**src/rtl/card_datapath.sv**
```systemverilog
// Baccarat card/score datapath with a two-state wager FSM and a saturating bankroll.
// Cards are drawn from a free-running 1..13 counter; scores are combinational from the card registers.
module card_datapath (
  input  logic       clock,
  input  logic       resetb,
  input  logic       load_pcard1,
  input  logic       load_pcard2,
  input  logic       load_pcard3,
  input  logic       load_dcard1,
  input  logic       load_dcard2,
  input  logic       load_dcard3,
  input  logic       clear_hand,
  input  logic       player_win_light,
  input  logic       dealer_win_light,
  input  logic [7:0] bet_amount,
  input  logic [1:0] bet_side,
  input  logic       place_bet,
  input  logic       settle,
  output logic [3:0] pcard1,
  output logic [3:0] pcard2,
  output logic [3:0] pcard3_rank,
  output logic [3:0] dcard1,
  output logic [3:0] dcard2,
  output logic [3:0] dcard3,
  output logic [3:0] pscore,
  output logic [3:0] dscore,
  output logic [3:0] pcard3,
  output logic [7:0] balance,
  output logic       betenabled,
  output logic [7:0] bet_held
);

  typedef enum logic [0:0] {S_IDLE = 1'b0, S_HELD = 1'b1} state_t;

  logic [3:0] r_counter;
  logic [3:0] r_pcard1, r_pcard2, r_pcard3, r_dcard1, r_dcard2, r_dcard3;
  logic       r_place_prev, r_settle_prev;
  logic [7:0] r_balance, r_bet_held;
  logic [1:0] r_side;
  state_t     r_state, w_state_nxt;

  logic       w_place_edge, w_settle_edge;
  logic       w_do_latch, w_do_settle;
  logic [1:0] w_lights;
  logic [11:0] w_sum;
  logic [7:0] w_balance_nxt, w_bet_capped;

  function automatic logic [3:0] card_value(input logic [3:0] rank);
    return (rank >= 4'd1 && rank <= 4'd9) ? rank : 4'd0;
  endfunction

  function automatic logic [3:0] mod10(input logic [4:0] s);
    logic [4:0] r;
    if (s >= 5'd20)      r = s - 5'd20;
    else if (s >= 5'd10) r = s - 5'd10;
    else                 r = s;
    return r[3:0];
  endfunction

  function automatic logic [7:0] sat255(input logic [11:0] v);
    return (v > 12'd255) ? 8'd255 : v[7:0];
  endfunction

  function automatic logic [3:0] hand_score(input logic [3:0] a, input logic [3:0] b,
                                            input logic [3:0] c);
    return mod10({1'b0, card_value(a)} + {1'b0, card_value(b)} + {1'b0, card_value(c)});
  endfunction

  // Card source and hand registers
  always_ff @(posedge clock or negedge resetb) begin
    if (!resetb) begin
      r_counter <= 4'd1;
      r_pcard1  <= 4'd0;
      r_pcard2  <= 4'd0;
      r_pcard3  <= 4'd0;
      r_dcard1  <= 4'd0;
      r_dcard2  <= 4'd0;
      r_dcard3  <= 4'd0;
    end else begin
      r_counter <= (r_counter == 4'd13) ? 4'd1 : r_counter + 4'd1;
      if (clear_hand) begin
        r_pcard1 <= 4'd0;
        r_pcard2 <= 4'd0;
        r_pcard3 <= 4'd0;
        r_dcard1 <= 4'd0;
        r_dcard2 <= 4'd0;
        r_dcard3 <= 4'd0;
      end else begin
        if (load_pcard1) r_pcard1 <= r_counter;
        if (load_pcard2) r_pcard2 <= r_counter;
        if (load_pcard3) r_pcard3 <= r_counter;
        if (load_dcard1) r_dcard1 <= r_counter;
        if (load_dcard2) r_dcard2 <= r_counter;
        if (load_dcard3) r_dcard3 <= r_counter;
      end
    end
  end

  assign pcard1      = r_pcard1;
  assign pcard2      = r_pcard2;
  assign pcard3_rank = r_pcard3;
  assign dcard1      = r_dcard1;
  assign dcard2      = r_dcard2;
  assign dcard3      = r_dcard3;
  assign pcard3      = card_value(r_pcard3);
  assign pscore      = hand_score(r_pcard1, r_pcard2, r_pcard3);
  assign dscore      = hand_score(r_dcard1, r_dcard2, r_dcard3);

  // Edge detection of the wager controls
  always_ff @(posedge clock or negedge resetb) begin
    if (!resetb) begin
      r_place_prev  <= 1'b0;
      r_settle_prev <= 1'b0;
    end else begin
      r_place_prev  <= place_bet;
      r_settle_prev <= settle;
    end
  end

  assign w_place_edge  = place_bet & ~r_place_prev;
  assign w_settle_edge = settle & ~r_settle_prev;

  // Wager FSM: state register, next state, outputs
  always_ff @(posedge clock or negedge resetb) begin
    if (!resetb) r_state <= S_IDLE;
    else         r_state <= w_state_nxt;
  end

  always_comb begin
    w_state_nxt = r_state;
    case (r_state)
      S_IDLE:  if (w_place_edge && bet_side != 2'b00) w_state_nxt = S_HELD;
      S_HELD:  if (w_settle_edge) w_state_nxt = S_IDLE;
      default: w_state_nxt = S_IDLE;
    endcase
  end

  always_comb begin
    betenabled  = (r_state == S_IDLE);
    w_do_latch  = (r_state == S_IDLE) && w_place_edge && (bet_side != 2'b00);
    w_do_settle = (r_state == S_HELD) && w_settle_edge;
  end

  // Settlement outcome; a tie bet pays eight to one
  assign w_lights     = {player_win_light, dealer_win_light};
  assign w_sum        = {4'd0, r_balance} +
                        ((r_side == 2'b11) ? {1'b0, r_bet_held, 3'b000} : {4'd0, r_bet_held});
  assign w_bet_capped = (bet_amount > r_balance) ? r_balance : bet_amount;

  always_comb begin
    w_balance_nxt = r_balance;
    case (w_lights)
      2'b10, 2'b01: begin
        if ((w_lights == 2'b10 && r_side == 2'b01) || (w_lights == 2'b01 && r_side == 2'b10))
          w_balance_nxt = sat255(w_sum);
        else
          w_balance_nxt = (r_balance >= r_bet_held) ? r_balance - r_bet_held : 8'd0;
      end
      2'b11: begin
        if (r_side == 2'b11) w_balance_nxt = sat255(w_sum);
      end
      default: w_balance_nxt = r_balance;
    endcase
  end

  always_ff @(posedge clock or negedge resetb) begin
    if (!resetb) begin
      r_balance  <= 8'd100;
      r_bet_held <= 8'd0;
      r_side     <= 2'b00;
    end else if (w_do_latch) begin
      r_bet_held <= w_bet_capped;
      r_side     <= bet_side;
    end else if (w_do_settle) begin
      r_balance  <= w_balance_nxt;
      r_bet_held <= 8'd0;
    end
  end

  assign balance  = r_balance;
  assign bet_held = r_bet_held;

endmodule

```
**config.mk**
```make
export PLATFORM = sky130hd
export DESIGN_NAME = card_datapath
export DESIGN_NICKNAME = d
export VERILOG_FILES = /design/src/rtl/card_datapath.sv
export SDC_FILE = /design/constraint.sdc
export NUM_CORES = 1
export LEC_CHECK = 0
export ABC_AREA = 1
export ABC_CLOCK_PERIOD_IN_PS = 5450
export BUFFER_PORTS_ARGS = -buffer_cell sky130_fd_sc_hd__buf_2
export CAP_MARGIN = 20
export CORE_UTILIZATION = 63
export CTS_BUF_LIST = sky130_fd_sc_hd__clkbuf_8
export DETAILED_ROUTE_END_ITERATION = 10
export GPL_TIMING_DRIVEN = 0
export PLACE_DENSITY = 0.94
export RECOVER_POWER = 25
export SETUP_SLACK_MARGIN = 0.4
export SKIP_CTS_REPAIR_TIMING = 1
export SLEW_MARGIN = 25
export SYNTH_ARGS = -nofsm -noshare
export SYNTH_HDL_FRONTEND = slang
export SYNTH_SLANG_ARGS = --single-unit
```
**constraint.sdc**
```tcl
create_clock -name clock -period 5.45 [get_ports clock]
set_input_delay 0.2725 -clock clock [delete_from_list [all_inputs] [get_ports clock]]
set_output_delay 0.2725 -clock clock [all_outputs]
set_load 0.05 [all_outputs]
```
==> results.py, run 1 <==
metrics = {
    "outcome": {
        "status": "finished, violations left",
        "violations": "capacitance limit, slew limit",
    },
    "cells_and_area": {
        "fill_cells": 506,
        "area_delta_synth_final_pct": 13.3,
        "num_antenna_cells": 0,
        "seq_area_um2": 1230,
        "final_cell_mix": "nand2_1, inv_1, buf_2",
        "final_nets": 759,
        "layout-drive-gt1-share_pct": 14.2,
        "instances_no_fill": 765,
        "multi_input_area_um2": 2520,
        "layout_commonest_cell": "nand2_1",
    },
    "global_route": {
        "grt-ovfl-total": 0,
        "globalRouteMet1Util_pct": 41.0,
        "met3_usage_pct": 4.85,
        "grt_use_total_pct": 32.9,
        "grt-busiest-layer": "met2",
        "grt_pass1_wl_um": 18700,
        "grtUsageMet2_pct": 57.9,
        "grt_pass1_vias": 4188,
        "grt_max_degree": 50,
        "grt_antenna_before_repair": 0,
    },
    "floorplanning": {
        "core_area_um2": 6390,
        "num_rows": 29,
        "initial_core_util_pct": 65.6,
        "die_height_um": 83.5,
        "fp.dieW_um": 83.5,
        "dieArea_um2": 6980,
        "ios": 76,
    },
    "worst_setup_path": {
        "cp_data_required_time_ns": 5.18,
        "ff2ff_path_depth": 14,
        "cp.arrival_ns": 3.98,
        "timing.rr.start": "r_side[0]",
        "worstPathMaxFanout": 4,
        "path_class": "register to output pin",
        "critPathLaunch": "dcard2[2]",
        "critPathLaunchType": "register",
        "cp-end-kind": "output pin",
    },
    "sta": {
        "rsz0062_at_grt": "no",
        "worstMarginPinSlew_ns": 2.62,
        "period_share_pct": 78.1,
        "final.setup.tns_ns": 0,
        "finalHoldViolations": 0,
        "slew-limit-headroom_pct": -74.4,
        "fmax_mhz": 235,
        "hold-worst-slack_ns": 0.0805,
        "post-route-min-period_ns": 4.26,
        "finalSetupViolations": 0,
        "finClkSkew_ns": 0.00664,
        "maxSlewViolCount": 50,
    },
    "placement": {
        "place_congestion": 0.998,
        "hpwl_um": 8540,
        "port_buffers": 75,
        "dp.cells": 757,
    },
    "logic_synthesis": {
        "yosysTopAreaCellShare_pct": 26.9,
        "synth_cells": 605,
        "syn_area_per_cell_um2": 6.92,
        "ys_warn_count": 0,
        "synth_top_cell_by_area": "dfrtp_1",
        "ys_types": 35,
        "synthTopCellsByArea": "dfrtp_1, nand2_1, ha_1, inv_1, fa_1",
        "synth_nets": 677,
        "seq_area_frac_synth_pct": 29.4,
        "async_reset_ff_share_pct": 100,
        "synth-edff-count": 0,
        "yosys_register_bits": 49,
        "syn_area_um2": 4190,
        "dominantRegCellSynth": "dfrtp_1",
    },
    "clocking": {
        "cts_buffers": 5,
        "clock_path_buffers": 2,
        "clock_sinks": 49,
        "clk_latency_ns": 0.31,
        "cts-htree-levels": 2,
        "clock-root-buffer": "clkbuf_8",
        "cts_tree": "built",
        "clkTransAtPathRegs_ns": 0.09,
    },
    "hold_path": {
        "hp-start": "place_bet",
        "hp-class": "primary input to register",
        "min_path_cells": 1,
    },
    "power_and_ir_drop": {
        "power.density_nw_per_um2": 495,
        "peakVddDrop_mv": 0.595,
        "p_leak_nw": 2.71,
    },
    "route": {
        "wl_um": 10700,
        "drc": 0,
        "first_pass_iters": 7,
        "vias": 4349,
        "drtAntennaViolNets": 0,
        "first_iter_violations": 242,
        "vias_per_cell": 5.68,
        "wl_per_cell_um": 14.0,
    },
    "run": {
        "maxCapViolCount": 1,
    },
}
worst max-delay path: stages (launching register included):
cell and delay, ns:
dfrtp_1 0.42, nor3_1 0.38, a21oi_1 0.10, nor2_1 0.15, fa_1 0.44, ha_1 0.25
fa_1 0.41, xnor2_1 0.32, ha_1 0.22, nand2_1 0.05, o211ai_1 0.26, nand2_1 0.14
nand2_1 0.11, xor2_1 0.15, buf_2 0.28
layout make-up:
| type | count | share of cell area [%] |
|---|---|---|
| flip-flops and latches | 49 | 25.9 |
| well taps | 77 | 2.03 |
| clock inverters | 3 | 0.448 |
| clock buffers | 5 | 1.45 |
| inverters | 111 | 8.81 |
| repair buffers | 75 | 7.83 |
| plain buffers | 3 | 0.264 |
| multi-input cells | 442 | 53.2 |
where the power goes:
| group | leakage, nW | switching, mW | internal, mW | total, mW |
|---|---|---|---|---|
| Sequential | 0.622 | 0.115 | 0.441 | 0.556 |
| Clock | 0.0445 | 0.135 | 0.0914 | 0.226 |
| Combinational | 2.04 | 1.08 | 0.485 | 1.57 |
synthesized netlist by cell type (2+ instances only):
master and instances:
nand4_1 5, a21boi_0 2, o211ai_1 3, o21ai_1 8, o21a_1 2, fa_1 12
ha_1 37, xnor2_1 5, a21oi_1 30, inv_1 109, dfstp_2 4, nand2_2 2
nor2_1 59, o21ai_0 46, nand2_1 157, xor2_1 7, nor3_1 5, dfrtp_1 45
clkbuf_1 2, nand3_2 3, nand3_1 48
through the flow:
stage                     utilization (%)  total power, mW  area [um^2]  setup slack, ns
after global placement               72.9             2.03         4660             1.71
after floorplan                         -             1.73         4190            0.470
after CTS                            74.4             2.32         4750             1.20
after detailed placement             72.9             2.09         4660             1.58
final                                74.3             2.35         4740             1.19
after global routing                 74.3             2.54         4740            0.862
kinds of logic (layout without fill, tap and decap cells):
family	Yosys count	after routing	synth area share [%]
and+or+nand+nor	285	285	28.6
buffers and inverters	114	197	10.3
AOI/OAI and AO/OA	96	96	12.4
adders and majority gates	49	49	16.8
DFF	49	49	29.4
xor gates and xnor gates	12	12	2.51
final timing paths:
check,to,slack (ns)
max,dscore[1],1.19
min,r_place_prev,0.08
max reg2reg,balance[4],2.71
min reg2reg,r_counter[0],0.50
max in group asynchronous,balance[4],3.20
min in group asynchronous,pcard1[0],0.77
per-layer routing:
| layer | up-vias | part of all wire (%) |
|---|---|---|
| met4 | 0 | 2.9 |
| met3 | 38 | 7.1 |
| met2 | 208 | 50 |
| met1 | 2013 | 40 |
| met5 | - | 0 |
| li1 | 2090 | - |
sequential cells by signal, indices dropped and copies added (netlist names):
| name | cells |
|---|---|
| r_counter | 4 |
| bet_held | 8 |
| r_place_prev | 1 |
| dcard1 | 4 |
| balance | 8 |
| r_side | 2 |
| dcard2 | 4 |
| pcard1 | 4 |
| pcard3_rank | 4 |
| r_state | 1 |
| dcard3 | 4 |
| r_settle_prev | 1 |
| pcard2 | 4 |
No activity file was read; power rests on OpenSTA's default activity.
==> run 2, diff against run 1 <==
--- a/config.mk
+++ b/config.mk
@@ -5,15 +5,15 @@
 export SDC_FILE = /design/constraint.sdc
 export NUM_CORES = 1
 export LEC_CHECK = 0
-export ABC_AREA = 1
-export ABC_CLOCK_PERIOD_IN_PS = 5450
+export ABC_AREA = 0
+export ABC_CLOCK_PERIOD_IN_PS = 3800
 export BUFFER_PORTS_ARGS = -buffer_cell sky130_fd_sc_hd__buf_2
 export CAP_MARGIN = 20
-export CORE_UTILIZATION = 63
+export CORE_UTILIZATION = 53
 export CTS_BUF_LIST = sky130_fd_sc_hd__clkbuf_8
 export DETAILED_ROUTE_END_ITERATION = 10
 export GPL_TIMING_DRIVEN = 0
-export PLACE_DENSITY = 0.94
+export PLACE_DENSITY = 0.85
 export RECOVER_POWER = 25
 export SETUP_SLACK_MARGIN = 0.4
 export SKIP_CTS_REPAIR_TIMING = 1
==> constraint.sdc (replaced) <==
create_clock -name clock -period 3.8 [get_ports clock]
set_input_delay 0.19 -clock clock [delete_from_list [all_inputs] [get_ports clock]]
set_output_delay 0.19 -clock clock [all_outputs]
set_load 0.05 [all_outputs]
==> run 2 against run 1 <==
Non-clock buffer count increased by 27. The run still ends with capacitance limit, slew limit left. Via count decreased by 11%. Clock power increased by 77%.
==> results.py, run 2 <==
metrics = {
    "power_and_ir_drop": {
        "p_switching_mw": 1.90,
        "combPwrFrac_pct": 66.6,
        "p_leak_nw": 2.41,
        "power.density_nw_per_um2": 709,
        "power.internal_mw": 1.76,
        "seqPwrFrac_pct": 22.5,
        "switching_share_pct": 51.9,
        "peakVddDrop_mv": 0.711,
        "p_clk_share_pct": 10.9,
        "totalPowerFinal_mw": 3.66,
    },
    "route": {
        "drc": 0,
        "vias_per_cell": 5.98,
        "first_pass_iters": 5,
        "drtAntennaViolNets": 0,
        "wl_um": 11000,
        "vias": 3854,
        "first_iter_violations": 156,
        "wl_per_cell_um": 17.0,
    },
    "sta": {
        "final.setup.tns_ns": 0,
        "timing.final.ws_setup_ns": 0.279,
        "maxSlewViolCount": 50,
        "period_share_pct": 92.7,
        "finalSetupViolations": 0,
        "slew-limit-headroom_pct": -76.8,
        "worstMarginPinSlew_ns": 2.65,
        "fmax_mhz": 284,
        "post-route-min-period_ns": 3.52,
        "finClkSkew_ns": 0.0111,
        "finalHoldViolations": 0,
        "rsz0062_at_grt": "yes",
    },
    "global_route": {
        "grt_pass1_wl_um": 16900,
        "grt_max_degree": 50,
        "grt-ovfl-total": 0,
        "grt_use_total_pct": 25.5,
        "grt_antenna_before_repair": 0,
        "grt_pass1_vias": 3534,
    },
    "worst_setup_path": {
        "slowest_stage": "fa_2",
        "cp.arrival_ns": 3.33,
        "path_class": "register to output pin",
        "crit_path_cell_trace": "nor2b_4, fa_1, ha_4, fa_2, inv_2, ha_4, inv_2, o21ai_2, a21o_1, a221oi_2, a31oi_4, buf_6",
        "ff2ff_path_depth": 12,
        "slowest_delay_ns": 0.62,
        "cp-end-kind": "output pin",
        "critPathLaunchType": "register",
        "critical_path_buf_inv_count": 3,
        "cp.depth": 12,
        "cp_data_required_time_ns": 3.61,
        "cp_top_family": "adder cells",
        "worstPathMaxFanout": 5,
    },
    "clocking": {
        "clk_latency_ns": 0.31,
        "clock-root-buffer": "clkbuf_8",
        "cts-htree-levels": 2,
        "clkTransAtPathRegs_ns": 0.10,
        "clock_path_buffers": 2,
        "cts_tree": "built",
        "clock_sinks": 49,
        "cts_buffers": 5,
    },
    "logic_synthesis": {
        "seq_area_frac_synth_pct": 30.1,
        "yosys-top-cells-count": "dfrtp_1, nor2_1, ha_1, nand2_1, inv_1",
        "dominantRegCellSynth": "dfrtp_1",
        "syn_area_um2": 4080,
        "yosysTopAreaCellShare_pct": 27.6,
        "async_reset_ff_share_pct": 100,
        "yosys_register_bits": 49,
        "yosys.cell_count.top_type": "dfrtp_1",
        "synth-edff-count": 0,
        "synth_cells": 451,
        "ys_warn_count": 0,
        "synthTopCellsByArea": "dfrtp_1, ha_1, mux2i_1, fa_1, nor2_1",
        "syn_area_per_cell_um2": 9.06,
        "synth_nets": 523,
        "ys_types": 55,
        "synth_top_cell_by_area": "dfrtp_1",
    },
    "placement": {
        "place_area_um2": 4740,
        "port_buffers": 69,
        "hpwl_um": 7740,
        "pre_cts_ws_ns": 0.327,
        "place_congestion": 0.867,
    },
    "floorplanning": {
        "initial_core_util_pct": 55.4,
        "num_rows": 31,
        "dieArea_um2": 8060,
        "die_height_um": 89.8,
        "ios": 76,
        "fp.dieW_um": 89.8,
        "core_area_um2": 7370,
    },
    "outcome": {
        "violations": "capacitance limit, slew limit",
        "status": "finished, violations left",
    },
    "hold_path": {
        "hp-class": "primary input to register",
        "min_path_cells": 2,
    },
    "cells_and_area": {
        "final_area_um2": 5160,
        "layout-drive-gt1-share_pct": 31.3,
        "num_antenna_cells": 0,
        "layout_commonest_cell": "buf_2",
        "final_core_util_pct": 70.1,
        "area_delta_synth_final_pct": 26.4,
        "final_nets": 617,
        "final_cell_mix": "buf_2, nor2_1, nand2_1",
    },
    "run": {
        "maxCapViolCount": 1,
    },
}
## run 2: changes by cell type after synthesis, moves of 17 or more
| cell | change |
|---|---|
| nand2_1 | -120 |
| nand3_1 | -47 |
| nor2_1 | -17 |
| inv_1 | -76 |
| mux2i_1 | +26 |
| o21ai_0 | -18 |
| nor2b_1 | +20 |
## run 2: stage by stage
stage	cells	hold slack, ns
3_3_place_gp	619	0.316
6_report	645	0.124
2_1_floorplan	451	-0.106
4_1_cts	627	-0.0860
5_1_grt	645	0.122
3_5_place_dp	619	0.250
## run 2: path summary, 6_finish.rpt
path                                  end  slack (ns)    startpoint
min in group asynchronous  pcard3_rank[1]        1.27        resetb
hold reg to reg              r_counter[3]        0.55  r_counter[2]
hold / removal                  pcard2[3]        0.12    clear_hand
setup reg to reg               balance[5]        0.70     r_side[0]
setup / recovery                dscore[2]        0.28     dcard2[1]
max in group asynchronous       dcard3[2]        0.84        resetb
## run 2: worst reg2reg max path, cell delays in order (launching register included)
cell,delay [ns]
dfrtp_1,0.44
nand2_2,0.14
clkbuf_1,0.33
and2_1,0.19
ha_1,0.20
inv_1,0.07
fa_1,0.41
nor2b_1,0.17
o31a_1,0.20
o21ai_1,0.14
o21a_1,0.14
o211a_4,0.31
a2111oi_4,0.29
## run 2: layout make-up
type | count | area (um^2)
clock inverter | 2 | 37.5
clock buffer | 6 | 82.6
multi-input combinational | 350 | 2950
tap | 99 | 124
fill | 528 | 2210
inverter | 34 | 129
timing repair buffer | 87 | 523
buffer | 18 | 70.1
sequential | 49 | 1250
## run 2: logic make-up (layout without fill, tap and decap cells)
kind of cell | Yosys count | in the layout | synth area share (%)
AO/OA/AOI/OAI | 111 | 111 | 19.6
XOR/XNOR | 14 | 14 | 3.00
adder cells (fa/ha/maj) | 49 | 49 | 17.2
buffers and inverters | 52 | 147 | 4.87
flip-flops | 49 | 49 | 30.1
multiplexers | 28 | 28 | 6.92
AND/OR/NAND/NOR | 148 | 148 | 18.2
## run 2: metal layers
layer	wire length (um)	global-route usage, %	part of all wire (%)	vias up
met5	0	0	0	-
met4	211	6.97	1.9	0
met3	504	3.81	4.6	23
met2	5750	46.5	52	144
met1	4500	31.3	41	1898
li1	-	-	-	1789
## run 2: power groups by stage
stage	logic [mW]	registers, mW	clock network (mW)
after global routing	2.66	0.844	0.424
after floorplan	1.54	1.11	0
after global placement	2.22	0.827	0
final	2.44	0.825	0.399
after detailed placement	2.32	0.830	0
after CTS	2.33	0.822	0.399
==> run 3, diff against run 2 <==
--- a/config.mk
+++ b/config.mk
@@ -13,7 +13,7 @@
 export CTS_BUF_LIST = sky130_fd_sc_hd__clkbuf_8
 export DETAILED_ROUTE_END_ITERATION = 10
 export GPL_TIMING_DRIVEN = 0
-export PLACE_DENSITY = 0.85
+export PLACE_DENSITY_LB_ADDON = 0.2
 export RECOVER_POWER = 25
 export SETUP_SLACK_MARGIN = 0.4
 export SKIP_CTS_REPAIR_TIMING = 1
==> run 3 against run 2 <==
The run still ends with capacitance limit, slew limit left. Largest power group unchanged. Count of clock-buffer cells in the layout fell by 1. Global-route usage decreased by 0.22 points. Total power is 0.46% higher. Register-to-register slack got worse by 0.06 ns. Flip-flop and latch count unchanged.
==> results.py, run 3 (same netlist as run 2, synthesis figures left out) <==
metrics = {
    "outcome": {
        "status": "finished, violations left",
        "violations": "capacitance limit, slew limit",
    },
    "power_and_ir_drop": {
        "p_switching_mw": 1.92,
        "combPwrFrac_pct": 66.3,
        "power.internal_mw": 1.76,
        "peakVddDrop_mv": 0.733,
        "totalPowerFinal_mw": 3.68,
        "p_leak_nw": 2.47,
        "p_clk_share_pct": 10.7,
        "power.density_nw_per_um2": 696,
        "seqPwrFrac_pct": 23.0,
        "switching_share_pct": 52.1,
    },
    "worst_setup_path": {
        "r2r_end": "balance[5]",
        "cp_top_family": "adder cells",
        "reg2reg_slack_ns": 0.64,
        "timing.rr.start": "r_side[0]",
        "cp.arrival_ns": 3.38,
        "slowest_delay_ns": 0.59,
        "path_class": "register to output pin",
        "cp_data_required_time_ns": 3.61,
        "slowest_stage": "fa_2",
        "cp-end-kind": "output pin",
        "critPathLaunchType": "register",
        "crit_path_cell_trace": "nor2b_2, fa_1, ha_4, fa_2, inv_2, ha_4, inv_2, o21ai_2, a21o_1, a221oi_2, a31oi_4, buf_6",
        "ff2ff_path_depth": 12,
        "worstPathMaxFanout": 5,
        "critical_path_buf_inv_count": 3,
    },
    "run": {
        "maxCapViolCount": 1,
    },
    "sta": {
        "finalSetupViolations": 0,
        "worstMarginPinSlew_ns": 2.64,
        "finClkSkew_ns": 0.0131,
        "rsz0062_at_grt": "yes",
        "period_share_pct": 93.9,
        "finalHoldViolations": 0,
        "maxSlewViolCount": 50,
        "slew-limit-headroom_pct": -75.7,
        "fmax_mhz": 280,
        "post-route-min-period_ns": 3.57,
        "final.setup.tns_ns": 0,
    },
    "route": {
        "vias_per_cell": 5.80,
        "drc": 0,
        "wl_per_cell_um": 16.9,
        "vias": 3773,
        "first_pass_iters": 4,
        "wl_um": 11000,
        "drtAntennaViolNets": 0,
        "first_iter_violations": 110,
    },
    "clocking": {
        "clock_path_buffers": 2,
        "clock-root-buffer": "clkbuf_8",
        "clk_latency_ns": 0.31,
        "cts_tree": "built",
        "cts-htree-levels": 2,
        "cts_buffers": 5,
        "clkTransAtPathRegs_ns": 0.10,
        "clock_sinks": 49,
    },
    "floorplanning": {
        "dieArea_um2": 8060,
        "ios": 76,
        "fp.dieW_um": 89.8,
        "core_area_um2": 7370,
        "initial_core_util_pct": 55.4,
        "die_height_um": 89.8,
        "num_rows": 31,
    },
    "cells_and_area": {
        "area_delta_synth_final_pct": 29.4,
        "final_core_util_pct": 71.7,
        "layout-drive-gt1-share_pct": 34.2,
        "final_nets": 623,
        "num_antenna_cells": 0,
        "instances_no_fill": 651,
        "layout_commonest_cell": "buf_2",
        "final_cell_mix": "buf_2, nor2_1, nand2_1",
        "fill_cells": 546,
    },
    "placement": {
        "hpwl_um": 7630,
        "dp.cells": 619,
        "port_buffers": 69,
        "place_congestion": 0.908,
    },
    "global_route": {
        "grt_pass1_wl_um": 16700,
        "grt_antenna_before_repair": 0,
        "grt_pass1_vias": 3488,
        "grt_max_degree": 50,
        "grt_use_total_pct": 25.3,
        "grt-ovfl-total": 0,
    },
    "hold_path": {
        "hp-class": "primary input to register",
        "min_path_cells": 2,
        "min_to": "dcard1[3]",
        "hp-start": "clear_hand",
    },
}
run 3: area by class of cell:
| class | count | area [um^2] | area share (%) |
|---|---|---|---|
| Inverter | 34 | 129 | 2.44 |
| Tap cell | 99 | 124 | 2.34 |
| Clock inverter | 3 | 47.5 | 0.900 |
| Sequential cell | 49 | 1250 | 23.6 |
| Timing Repair Buffer | 93 | 577 | 10.9 |
| Multi-Input combinational cell | 350 | 3020 | 57.2 |
| Buffer | 18 | 70.1 | 1.33 |
| Clock buffer | 5 | 68.8 | 1.30 |
run 3: worst max path at each step:
stage | from | endpoint | slack, ns | depth (start not counted)
after floorplan | dcard1[3] | dscore[3] | 0.39 | 13
after global placement | dcard2[3] | dscore[2] | 0.41 | 12
after detailed placement | dcard2[3] | dscore[2] | 0.32 | 12
after CTS | dcard1[3] | dscore[2] | -0.05 | 13
after global routing | dcard1[1] | dscore[2] | 0.14 | 12
final | dcard3[1] | dscore[2] | 0.23 | 12
run 3: metal layers:
metal | up-vias | share of wire (%) | global-route usage, %
met5 | - | 0 | 0
met1 | 1816 | 42 | 32.1
met4 | 0 | 3.8 | 8.74
met3 | 35 | 3.6 | 3.21
met2 | 119 | 51 | 44.4
li1 | 1803 | - | -
run 3: stage by stage:
stage	setup WS, ns	hold slack, ns	instance area [um^2]
3_5_place_dp	0.322	0.251	4740
5_1_grt	0.142	0.117	5280
3_3_place_gp	0.408	0.311	4740
6_report	0.233	0.109	5280
4_1_cts	-0.0505	-0.0977	4860
2_1_floorplan	0.388	-0.106	4270
run 3: power groups by stage:
stage / logic (mW) / registers, mW / clock network (mW)
floorplan: 1.54 / 1.11 / 0
global placement: 2.23 / 0.841 / 0
detailed placement: 2.30 / 0.846 / 0
CTS: 2.32 / 0.837 / 0.400
global route: 2.68 / 0.858 / 0.419
finish: 2.44 / 0.845 / 0.394
run 3: worst register-to-register path: stages (launching register included):
cell       delay [ns]
dfrtp_1          0.44
nand2_2          0.14
clkbuf_1         0.33
and2_1           0.19
ha_1             0.21
inv_1            0.07
fa_1             0.41
nor2b_1          0.21
o31a_1           0.21
o21ai_1          0.12
o21a_1           0.13
o211a_4          0.31
a2111oi_4        0.29
